[config.mk]
export PLATFORM = sky130hd
export DESIGN_NAME = walk_service_fsm
export DESIGN_NICKNAME = d
export VERILOG_FILES = /design/src/rtl/traffic_pkg.sv /design/src/rtl/phase_tick_counter.sv /design/src/rtl/walk_service_fsm.sv
export SDC_FILE = /design/constraint.sdc
export NUM_CORES = 1
export LEC_CHECK = 0
export ABC_AREA = 1
export ABC_CLOCK_PERIOD_IN_PS = 4300
export BUFFER_PORTS_ARGS = -buffer_cell sky130_fd_sc_hd__buf_2
export CAP_MARGIN = 40
export CELL_PAD_IN_SITES_DETAIL_PLACEMENT = 0
export CELL_PAD_IN_SITES_GLOBAL_PLACEMENT = 1
export CORE_MARGIN = 5
export CORE_UTILIZATION = 39
export DETAILED_ROUTE_END_ITERATION = 10
export PLACE_DENSITY = 0.86
export REMOVE_ABC_BUFFERS = 1
export SLEW_MARGIN = 30
export SYNTH_ARGS = -nofsm -noshare
export SYNTH_HDL_FRONTEND = slang
export SYNTH_SLANG_ARGS = --single-unit
[constraint.sdc]
create_clock -name clock -period 4.3 [get_ports clock]
set_clock_uncertainty 0.15 [all_clocks]
set_input_delay 0 -clock clock [delete_from_list [all_inputs] [get_ports clock]]
set_output_delay 0 -clock clock [all_outputs]
set_load 0.02 [all_outputs]
[src/rtl/traffic_pkg.sv]
// traffic_pkg
//   Shared definitions for the pedestrian walk service path:
//   - walk_state_t : FSM state encoding (IDLE=0, WALK=1, FLASH=2, CLEAR=3)
//   - DEF_*_TICKS  : default phase lengths in timebase ticks
//   - DEF_CNT_W    : default phase counter width
package traffic_pkg;

  typedef enum logic [1:0] {
    ST_IDLE  = 2'd0,
    ST_WALK  = 2'd1,
    ST_FLASH = 2'd2,
    ST_CLEAR = 2'd3
  } walk_state_t;

  localparam int DEF_WALK_TICKS  = 7;
  localparam int DEF_FLASH_TICKS = 6;
  localparam int DEF_CLEAR_TICKS = 2;
  localparam int DEF_CNT_W       = 3;

endpackage

[src/rtl/phase_tick_counter.sv]
// phase_tick_counter
//   Tick-enabled phase counter with synchronous clear and a terminal compare
//   against a runtime last-count value.
// Ports:
//   clock      in  system clock
//   clear      in  synchronous clear (wins over en)
//   en         in  count enable (one timebase tick)
//   last_count in  terminal count value (phase length - 1)
//   count      out current count
//   done       out en && count == last_count (combinational, same cycle as
//                  the terminal tick)
module phase_tick_counter #(
  parameter int CNT_W = 3
) (
  input  logic             clock,
  input  logic             clear,
  input  logic             en,
  input  logic [CNT_W-1:0] last_count,
  output logic [CNT_W-1:0] count,
  output logic             done
);

  always_ff @(posedge clock) begin
    if (clear) begin
      count <= '0;
    end else if (en) begin
      count <= count + 1'b1;
    end
  end

  assign done = en && (count == last_count);

endmodule

[src/rtl/walk_service_fsm.sv]
// walk_service_fsm
//   Consumer end of the pedestrian request path. On a latched request with
//   the vehicle all-red grant present, sequences the pedestrian lamps through
//   steady WALK, flashing DON'T WALK and a steady clearance interval.
//
//   Request/clear handshake with the walk register: wr is a level that stays
//   high until this block answers with wr_reset (a level). wr_reset is high
//   through WALK and FLASH and drops in CLEAR, so presses made during CLEAR
//   are held by the register and serviced after the return to IDLE.
//   walk_window is only looked at in IDLE; once service starts, walk_busy is
//   what the main controller must honour.
//
// Ports:
//   clock           in  system clock
//   reset_sync      in  synchronous active-high reset
//   tick            in  one-cycle timebase strobe
//   wr              in  latched pedestrian request
//   walk_window     in  main controller walk grant
//   walk_light      out WALK lamp
//   dont_walk_light out DON'T WALK lamp
//   wr_reset        out clear request to the walk register
//   walk_busy       out service in progress
//   state_dbg       out current FSM state (walk_state_t encoding)
//   count_dbg       out current phase tick count
module walk_service_fsm
  import traffic_pkg::*;
#(
  parameter int WALK_TICKS  = DEF_WALK_TICKS,
  parameter int FLASH_TICKS = DEF_FLASH_TICKS,
  parameter int CLEAR_TICKS = DEF_CLEAR_TICKS,
  parameter int CNT_W       = DEF_CNT_W
) (
  input  logic             clock,
  input  logic             reset_sync,
  input  logic             tick,
  input  logic             wr,
  input  logic             walk_window,
  output logic             walk_light,
  output logic             dont_walk_light,
  output logic             wr_reset,
  output logic             walk_busy,
  output logic [1:0]       state_dbg,
  output logic [CNT_W-1:0] count_dbg
);

  localparam logic [CNT_W-1:0] WALK_LAST  = CNT_W'(WALK_TICKS - 1);
  localparam logic [CNT_W-1:0] FLASH_LAST = CNT_W'(FLASH_TICKS - 1);
  localparam logic [CNT_W-1:0] CLEAR_LAST = CNT_W'(CLEAR_TICKS - 1);

  walk_state_t      state;
  logic [CNT_W-1:0] last_count;
  logic [CNT_W-1:0] count;
  logic             cnt_en;
  logic             cnt_clear;
  logic             phase_done;

  // Terminal count for the phase currently being timed.
  always_comb begin
    last_count = '0;
    case (state)
      ST_WALK:  last_count = WALK_LAST;
      ST_FLASH: last_count = FLASH_LAST;
      ST_CLEAR: last_count = CLEAR_LAST;
      default:  last_count = '0;
    endcase
  end

  // Holding the counter clear in IDLE means a tick arriving on the same edge
  // as IDLE->WALK is not counted. Clearing on phase_done resets it at every
  // phase change, so it never wraps.
  assign cnt_en    = tick && (state != ST_IDLE);
  assign cnt_clear = reset_sync || (state == ST_IDLE) || phase_done;

  phase_tick_counter #(
    .CNT_W(CNT_W)
  ) u_phase_cnt (
    .clock      (clock),
    .clear      (cnt_clear),
    .en         (cnt_en),
    .last_count (last_count),
    .count      (count),
    .done       (phase_done)
  );

  // State and all lamp/handshake outputs are registered together so each
  // output change lines up with the state change that causes it.
  always_ff @(posedge clock) begin
    if (reset_sync) begin
      state           <= ST_IDLE;
      walk_light      <= 1'b0;
      dont_walk_light <= 1'b1;
      wr_reset        <= 1'b0;
      walk_busy       <= 1'b0;
    end else begin
      case (state)
        ST_IDLE: begin
          if (wr && walk_window) begin
            state           <= ST_WALK;
            walk_light      <= 1'b1;
            dont_walk_light <= 1'b0;
            wr_reset        <= 1'b1;
            walk_busy       <= 1'b1;
          end
        end
        ST_WALK: begin
          if (phase_done) begin
            state           <= ST_FLASH;
            walk_light      <= 1'b0;
            dont_walk_light <= 1'b1;
          end
        end
        ST_FLASH: begin
          // The exiting tick lands on steady DON'T WALK instead of toggling.
          if (phase_done) begin
            state           <= ST_CLEAR;
            dont_walk_light <= 1'b1;
            wr_reset        <= 1'b0;
          end else if (tick) begin
            dont_walk_light <= ~dont_walk_light;
          end
        end
        ST_CLEAR: begin
          if (phase_done) begin
            state     <= ST_IDLE;
            walk_busy <= 1'b0;
          end
        end
        default: begin
          state           <= ST_IDLE;
          walk_light      <= 1'b0;
          dont_walk_light <= 1'b1;
          wr_reset        <= 1'b0;
          walk_busy       <= 1'b0;
        end
      endcase
    end
  end

  assign state_dbg = state;
  assign count_dbg = count;

endmodule
==> impl_metrics.json, run 1 <==
{
  "ys_ff_latch": 9,
  "dieHeight_um": 50.7,
  "endpoint": "wr_reset$_SDFFE_PP0P_",
  "rsz0062_at_grt": "no",
  "grt_use_total": 0.114,
  "postLayoutCoreUtil": 0.516,
  "synth_cell_type_count": 18,
  "pre_cts_slack_ns": 2.37,
  "drt-initial-drc-count": 8,
  "ir_worst_vdd_mv": 0.488,
  "startpoint": "state_dbg[0]$_SDFFE_PP0P_",
  "final_cell_mix": "21 x nand2_1, 17 x inv_1, 13 x buf_2",
  "grt_pass1_wl_um": 2240,
  "die_width_um": 50.7,
  "worstMarginPinSlew_ns": 0.334,
  "r2r_cells": 9,
  "slew_violations": 0,
  "root_buffer": "clkbuf_4",
  "post-place-cells": 118,
  "seqPwrFrac": 0.232,
  "grt_max_degree": 9,
  "drc": 0,
  "combinationalPowerShare": 0.640,
  "critPathMaxFanout": 8,
  "ant_nets": 0,
  "crit_path_end_kind": "register",
  "crit_required_ns": 4.31,
  "yosys_warnings": 0,
  "p_int_mw": 0.263,
  "cts_buffer_depth": 2,
  "power.share.switching": 0.505,
  "fin_crit_ns": 2.36,
  "fin_ws_ns": 1.94,
  "avgSynthCellArea_um2": 7.17,
  "nFillCells": 147,
  "cts.sinks": 9,
  "hp-class": "register to register",
  "htreeDepth": 1,
  "wire_per_inst_um": 10.2,
  "whs_ns": 0.296,
  "hold_violations": 0,
  "finalSetupViolCount": 0,
  "core_area_um2": 1540,
  "crit_type": "register to register",
  "finalSetupTns_ns": 0,
  "placementRows": 14,
  "cp-start-kind": "register",
  "p_leak_nw": 0.420,
  "power.density_nw_per_um2": 667,
  "slew-limit-headroom": 0.777,
  "synthToLayoutAreaGrowth_pct": 23.3,
  "cts-buffers-inserted": 3,
  "nNetsFinal": 123,
  "synthesis.area_um2": 646,
  "crit_arrival_ns": 2.36,
  "via_per_inst": 4.74,
  "reg2reg_setup_slack_ns": 1.94,
  "cap_violations": 0,
  "status": "finished clean",
  "fmax_ghz": 0.424,
  "port-buffer-count": 13,
  "final_common_cell": "nand2_1",
  "grt_pass1_vias": 516,
  "path_clk_slew_ns": 0.07,
  "dp_hpwl_um": 993,
  "ys_seq_area_frac": 0.279,
  "start_util": 0.419,
  "p_clk_frac": 0.128,
  "firstDrtPassIters": 5,
  "routabilityCongestion": 0.799,
  "die_area_um2": 2570,
  "tritoncts": "built",
  "ioPinCount": 14,
  "n_antenna_cell": 0,
  "r2r_start": "state_dbg[0]$_SDFFE_PP0P_",
  "antenna_found_initial": 0,
  "vias": 602,
  "cts_setup_buffers": 0,
  "clk-insertion-delay-late_ns": 0.26,
  "fin_crit_sh": 0.548,
  "power_switching_mw": 0.268,
  "drt-total-wl_um": 1300,
  "layout-drive-gt1-share": 0.243,
  "grt-ovfl-total": 0,
  "rr_endpoint": "wr_reset$_SDFFE_PP0P_",
  "fin_cells": 127,
  "syn_inst": 90,
  "hp-start": "walk_light$_SDFFE_PP0P_"
}
power groups by stage:
stage	Sequential, mW	Combinational, mW	Clock [mW]
2_1_floorplan	0.149	0.244	0
5_1_grt	0.127	0.382	0.0760
4_1_cts	0.124	0.341	0.0705
3_5_place_dp	0.126	0.333	0
6_report	0.123	0.340	0.0677
3_3_place_gp	0.124	0.335	0
what timing repair did:
action                                 CTS  global route
setup endpoints to repair                0             0
gates resized for setup                  0             0
endpoints found under the hold margin    7             0
hold buffers                             5             0
through the flow:
| stage | total power [mW] | instance area, um^2 |
|---|---|---|
| final | 0.531 | 796 |
| after detailed placement | 0.459 | 719 |
| after CTS | 0.535 | 796 |
| after global placement | 0.459 | 719 |
| after global routing | 0.586 | 796 |
| after floorplan | 0.393 | 634 |
worst min-delay path by stage:
stage | endpoint | slack [ns] | cells after the start
2_1_floorplan | walk_busy$_SDFFE_PP0P_ | -0.08 | 1
3_3_place_gp | wr_reset$_SDFFE_PP0P_ | 0.07 | 2
3_5_place_dp | wr_reset$_SDFFE_PP0P_ | 0.07 | 2
4_1_cts | walk_light$_SDFFE_PP0P_ | 0.30 | 2
5_1_grt | walk_light$_SDFFE_PP0P_ | 0.31 | 2
6_report | walk_light$_SDFFE_PP0P_ | 0.30 | 2
cell usage after synthesis:
cell / n / share of area
o21ai_0: 2 / 0.016
nand4_1: 2 / 0.019
nand2_2: 2 / 0.019
ha_1: 6 / 0.12
nor2_4: 2 / 0.035
xnor2_1: 1 / 0.014
nor2_2: 1 / 0.0097
a21oi_1: 6 / 0.047
nand3_1: 6 / 0.047
xor2_1: 1 / 0.014
inv_1: 17 / 0.099
dfxtp_1: 9 / 0.28
nand3_2: 3 / 0.047
nor2_1: 7 / 0.041
nand2_1: 21 / 0.12
buf_6: 1 / 0.017
nand2_4: 2 / 0.035
xor2_2: 1 / 0.025
area by class of cell:
cell class                 instances  area [um^2]  share of cell area
timing repair buffer              18          115               0.145
inverter                          17         63.8              0.0802
tap                               16         20.0              0.0252
multi-input combinational         63          390               0.491
sequential                         9          180               0.226
clock buffer                       4         26.3              0.0330
state kept, by name, indices dropped and copies added (netlist names):
name	flops
dont_walk_light	1
walk_light	1
walk_busy	1
wr_reset	1
u_phase_cnt.count	3
state_dbg	2
routing by layer:
layer  up-vias  wire (um)  GRT usage  share of wire
met5         -          0          0              0
met4         0         17     0.0511          0.013
met3         4         68     0.0444          0.053
met2        17        576      0.161           0.44
met1       260        633      0.150           0.49
li1        321          -          -              -
cells by family (layout without fill, tap and decap cells):
logic type               Yosys count  in the layout  share of synthesized area
AND/OR/NAND/NOR                   46             46                      0.374
AO/OA/AOI/OAI                      8              8                     0.0620
flip-flops                         9              9                      0.279
buffers and inverters             18             39                      0.116
XOR/XNOR                           3              3                     0.0523
adder cells (fa/ha/maj)            6              6                      0.116
critical path, stage by stage (launching register included):
cell and delay [ns]:
dfxtp_1 0.40, inv_1 0.10, ha_1 0.33, nor2_4 0.20, nand2_2 0.08, nor2_4 0.14
nand2_4 0.08, o21ai_0 0.15, a21oi_1 0.08, dlygate4sd3_1 0.55
No activity file was read; power rests on OpenSTA's default activity.
==> inputs of run 2 (changes only) <==
Settings changed: ABC_CLOCK_PERIOD_IN_PS 4300 to 2000, CORE_UTILIZATION 39 to 33, PLACE_DENSITY 0.86 to 0.78.
Clock period 4.3 ns to 2 ns, I/O delays scaled along.
==> run 2 against run 1 <==
Routed wire length increased by 7.7%. Sequential share of layout area increased by 0.54 points. Cell area increased by 1.7%. Global-route usage decreased by 0.070 points. Cell count increased by 7.9%. Utilization decreased by 9.5 points. Largest power group unchanged. Critical path type is now input port to register. Worst setup slack got worse by 1.8 ns. Sequential power increased by 130%.
==> impl_metrics.json, run 2 (synthesis results as in run 1) <==
{
  "slew-limit-headroom": 0.856,
  "power.density_nw_per_um2": 1470,
  "cts_buffer_depth": 2,
  "routabilityCongestion": 0.779,
  "reg2reg_setup_slack_ns": 0.18,
  "min_to": "u_phase_cnt.count[1]$_SDFFE_PP0P_",
  "fin_cells": 137,
  "final_common_cell": "nand2_1",
  "path_clk_slew_ns": 0.07,
  "ir_worst_vdd_mv": 0.739,
  "pre_cts_slack_ns": 0.0791,
  "grt-ovfl-total": 0,
  "ant_nets": 0,
  "critPathMaxFanout": 6,
  "rr_endpoint": "dont_walk_light$_SDFFE_PP1P_",
  "layout-drive-gt1-share": 0.291,
  "crit_path_end_kind": "register",
  "p_leak_nw": 0.413,
  "antenna_found_initial": 0,
  "cp-start-kind": "input port",
  "regMostFlops": "u_phase_cnt.count",
  "root_buffer": "clkbuf_4",
  "wire_per_inst_um": 10.2,
  "via_per_inst": 4.37,
  "drc": 0,
  "r2r_cells": 11,
  "dieHeight_um": 54.2,
  "dp_hpwl_um": 1080,
  "synthToLayoutAreaGrowth_pct": 25.4,
  "crit_required_ns": 2.00,
  "fin_ws_ns": 0.161,
  "drt-total-wl_um": 1400,
  "post-place-cells": 130,
  "hold_violations": 0,
  "fin_crit_ns": 1.84,
  "firstDrtPassIters": 4,
  "placementRows": 16,
  "rsz0062_at_grt": "no",
  "port-buffer-count": 13,
  "vias": 599,
  "die_width_um": 54.2,
  "die_area_um2": 2940,
  "hp-start": "tick",
  "fmax_ghz": 0.544,
  "slew_violations": 0,
  "drt-initial-drc-count": 3,
  "clk-insertion-delay-late_ns": 0.26,
  "start_util": 0.336,
  "grt_use_total": 0.113,
  "cts_setup_buffers": 0,
  "finalSetupTns_ns": 0,
  "final_cell_mix": "21 x nand2_1, 17 x inv_1, 13 x buf_2",
  "worstMarginPinSlew_ns": 0.215,
  "htreeDepth": 1,
  "tritoncts": "built",
  "nNetsFinal": 122,
  "n_antenna_cell": 0,
  "largest_reg_flops": 3,
  "grt_pass1_wl_um": 2390,
  "core_area_um2": 1920,
  "hp-class": "input port to register",
  "status": "finished clean",
  "postLayoutCoreUtil": 0.421,
  "grt_max_degree": 8,
  "cap_violations": 0,
  "cts.sinks": 9,
  "finalSetupViolCount": 0,
  "cts-buffers-inserted": 3,
  "r2r_start": "state_dbg[1]$_SDFFE_PP0P_",
  "grt_pass1_vias": 608,
  "crit_arrival_ns": 1.84,
  "fin_crit_sh": 0.919,
  "ioPinCount": 14,
  "whs_path_depth": 4,
  "crit_type": "input port to register"
}
run 2: changes by cell type in the layout (fill, tap and decap cells not counted):
cell           delta
dfxtp_1           -2
ha_1              -2
dlygate4sd3_1     -2
dfxtp_4           +2
ha_2              +2
buf_4             +1
run 2: worst max-delay path by stage:
| stage | to | depth (start not counted) | from | slack, ns |
|---|---|---|---|---|
| global route | dont_walk_light$_SDFFE_PP1P_ | 11 | state_dbg[0]$_SDFFE_PP0P_ | 0.01 |
| global placement | dont_walk_light$_SDFFE_PP1P_ | 9 | state_dbg[0]$_SDFFE_PP0P_ | 0.13 |
| detailed placement | dont_walk_light$_SDFFE_PP1P_ | 11 | state_dbg[0]$_SDFFE_PP0P_ | 0.08 |
| floorplan | dont_walk_light$_SDFFE_PP1P_ | 10 | state_dbg[0]$_SDFFE_PP0P_ | 0.08 |
| CTS | dont_walk_light$_SDFFE_PP1P_ | 11 | state_dbg[0]$_SDFFE_PP0P_ | 0.08 |
| finish | dont_walk_light$_SDFFE_PP1P_ | 10 | walk_window | 0.16 |
run 2: report_power, final:
group | internal, mW | switching (mW)
Clock | 0.0769 | 0.0674
Sequential | 0.237 | 0.0430
Combinational | 0.279 | 0.484
run 2: final cells by class:
cell class                      count  area (um^2)
Timing Repair Buffer               17          103
Fill cell                         236         1110
Clock buffer                        4         26.3
Tap cell                           27         33.8
Sequential cell                     9          188
Inverter                           17         63.8
Multi-Input combinational cell     63          395
run 2: through the flow:
stage                     hold WS, ns  power, mW  instance area, um^2
after global routing           0.0540       1.31                  810
after global placement         0.0657       1.01                  741
after detailed placement       0.0684       1.02                  741
after floorplan               -0.0809      0.846                  634
final                         0.00916       1.19                  810
after CTS                     0.00415       1.18                  797
run 2: metal layers:
metal | track usage | vias up | routed length, um
met2 | 0.187 | 6 | 706
li1 | - | 316 | -
met3 | 0.0245 | 2 | 42
met5 | 0 | - | 0
met1 | 0.134 | 275 | 637
met4 | 0.0622 | 0 | 8
run 2: timing repair:
item,in CTS,in global routing
endpoints found under the setup margin,0,3
hold buffers,3,0
resized for setup,0,6
endpoints found under the hold margin,6,0
run 2: worst max-delay path, cell delays in order:
cell and delay [ns]:
dlygate4sd3_1 0.52, buf_2 0.09, nand2_1 0.04, dlygate4sd3_1 0.55
inv_1 0.11, nor2_1 0.05, inv_1 0.17, nand3_2 0.12
a21oi_1 0.13, nand2_1 0.05
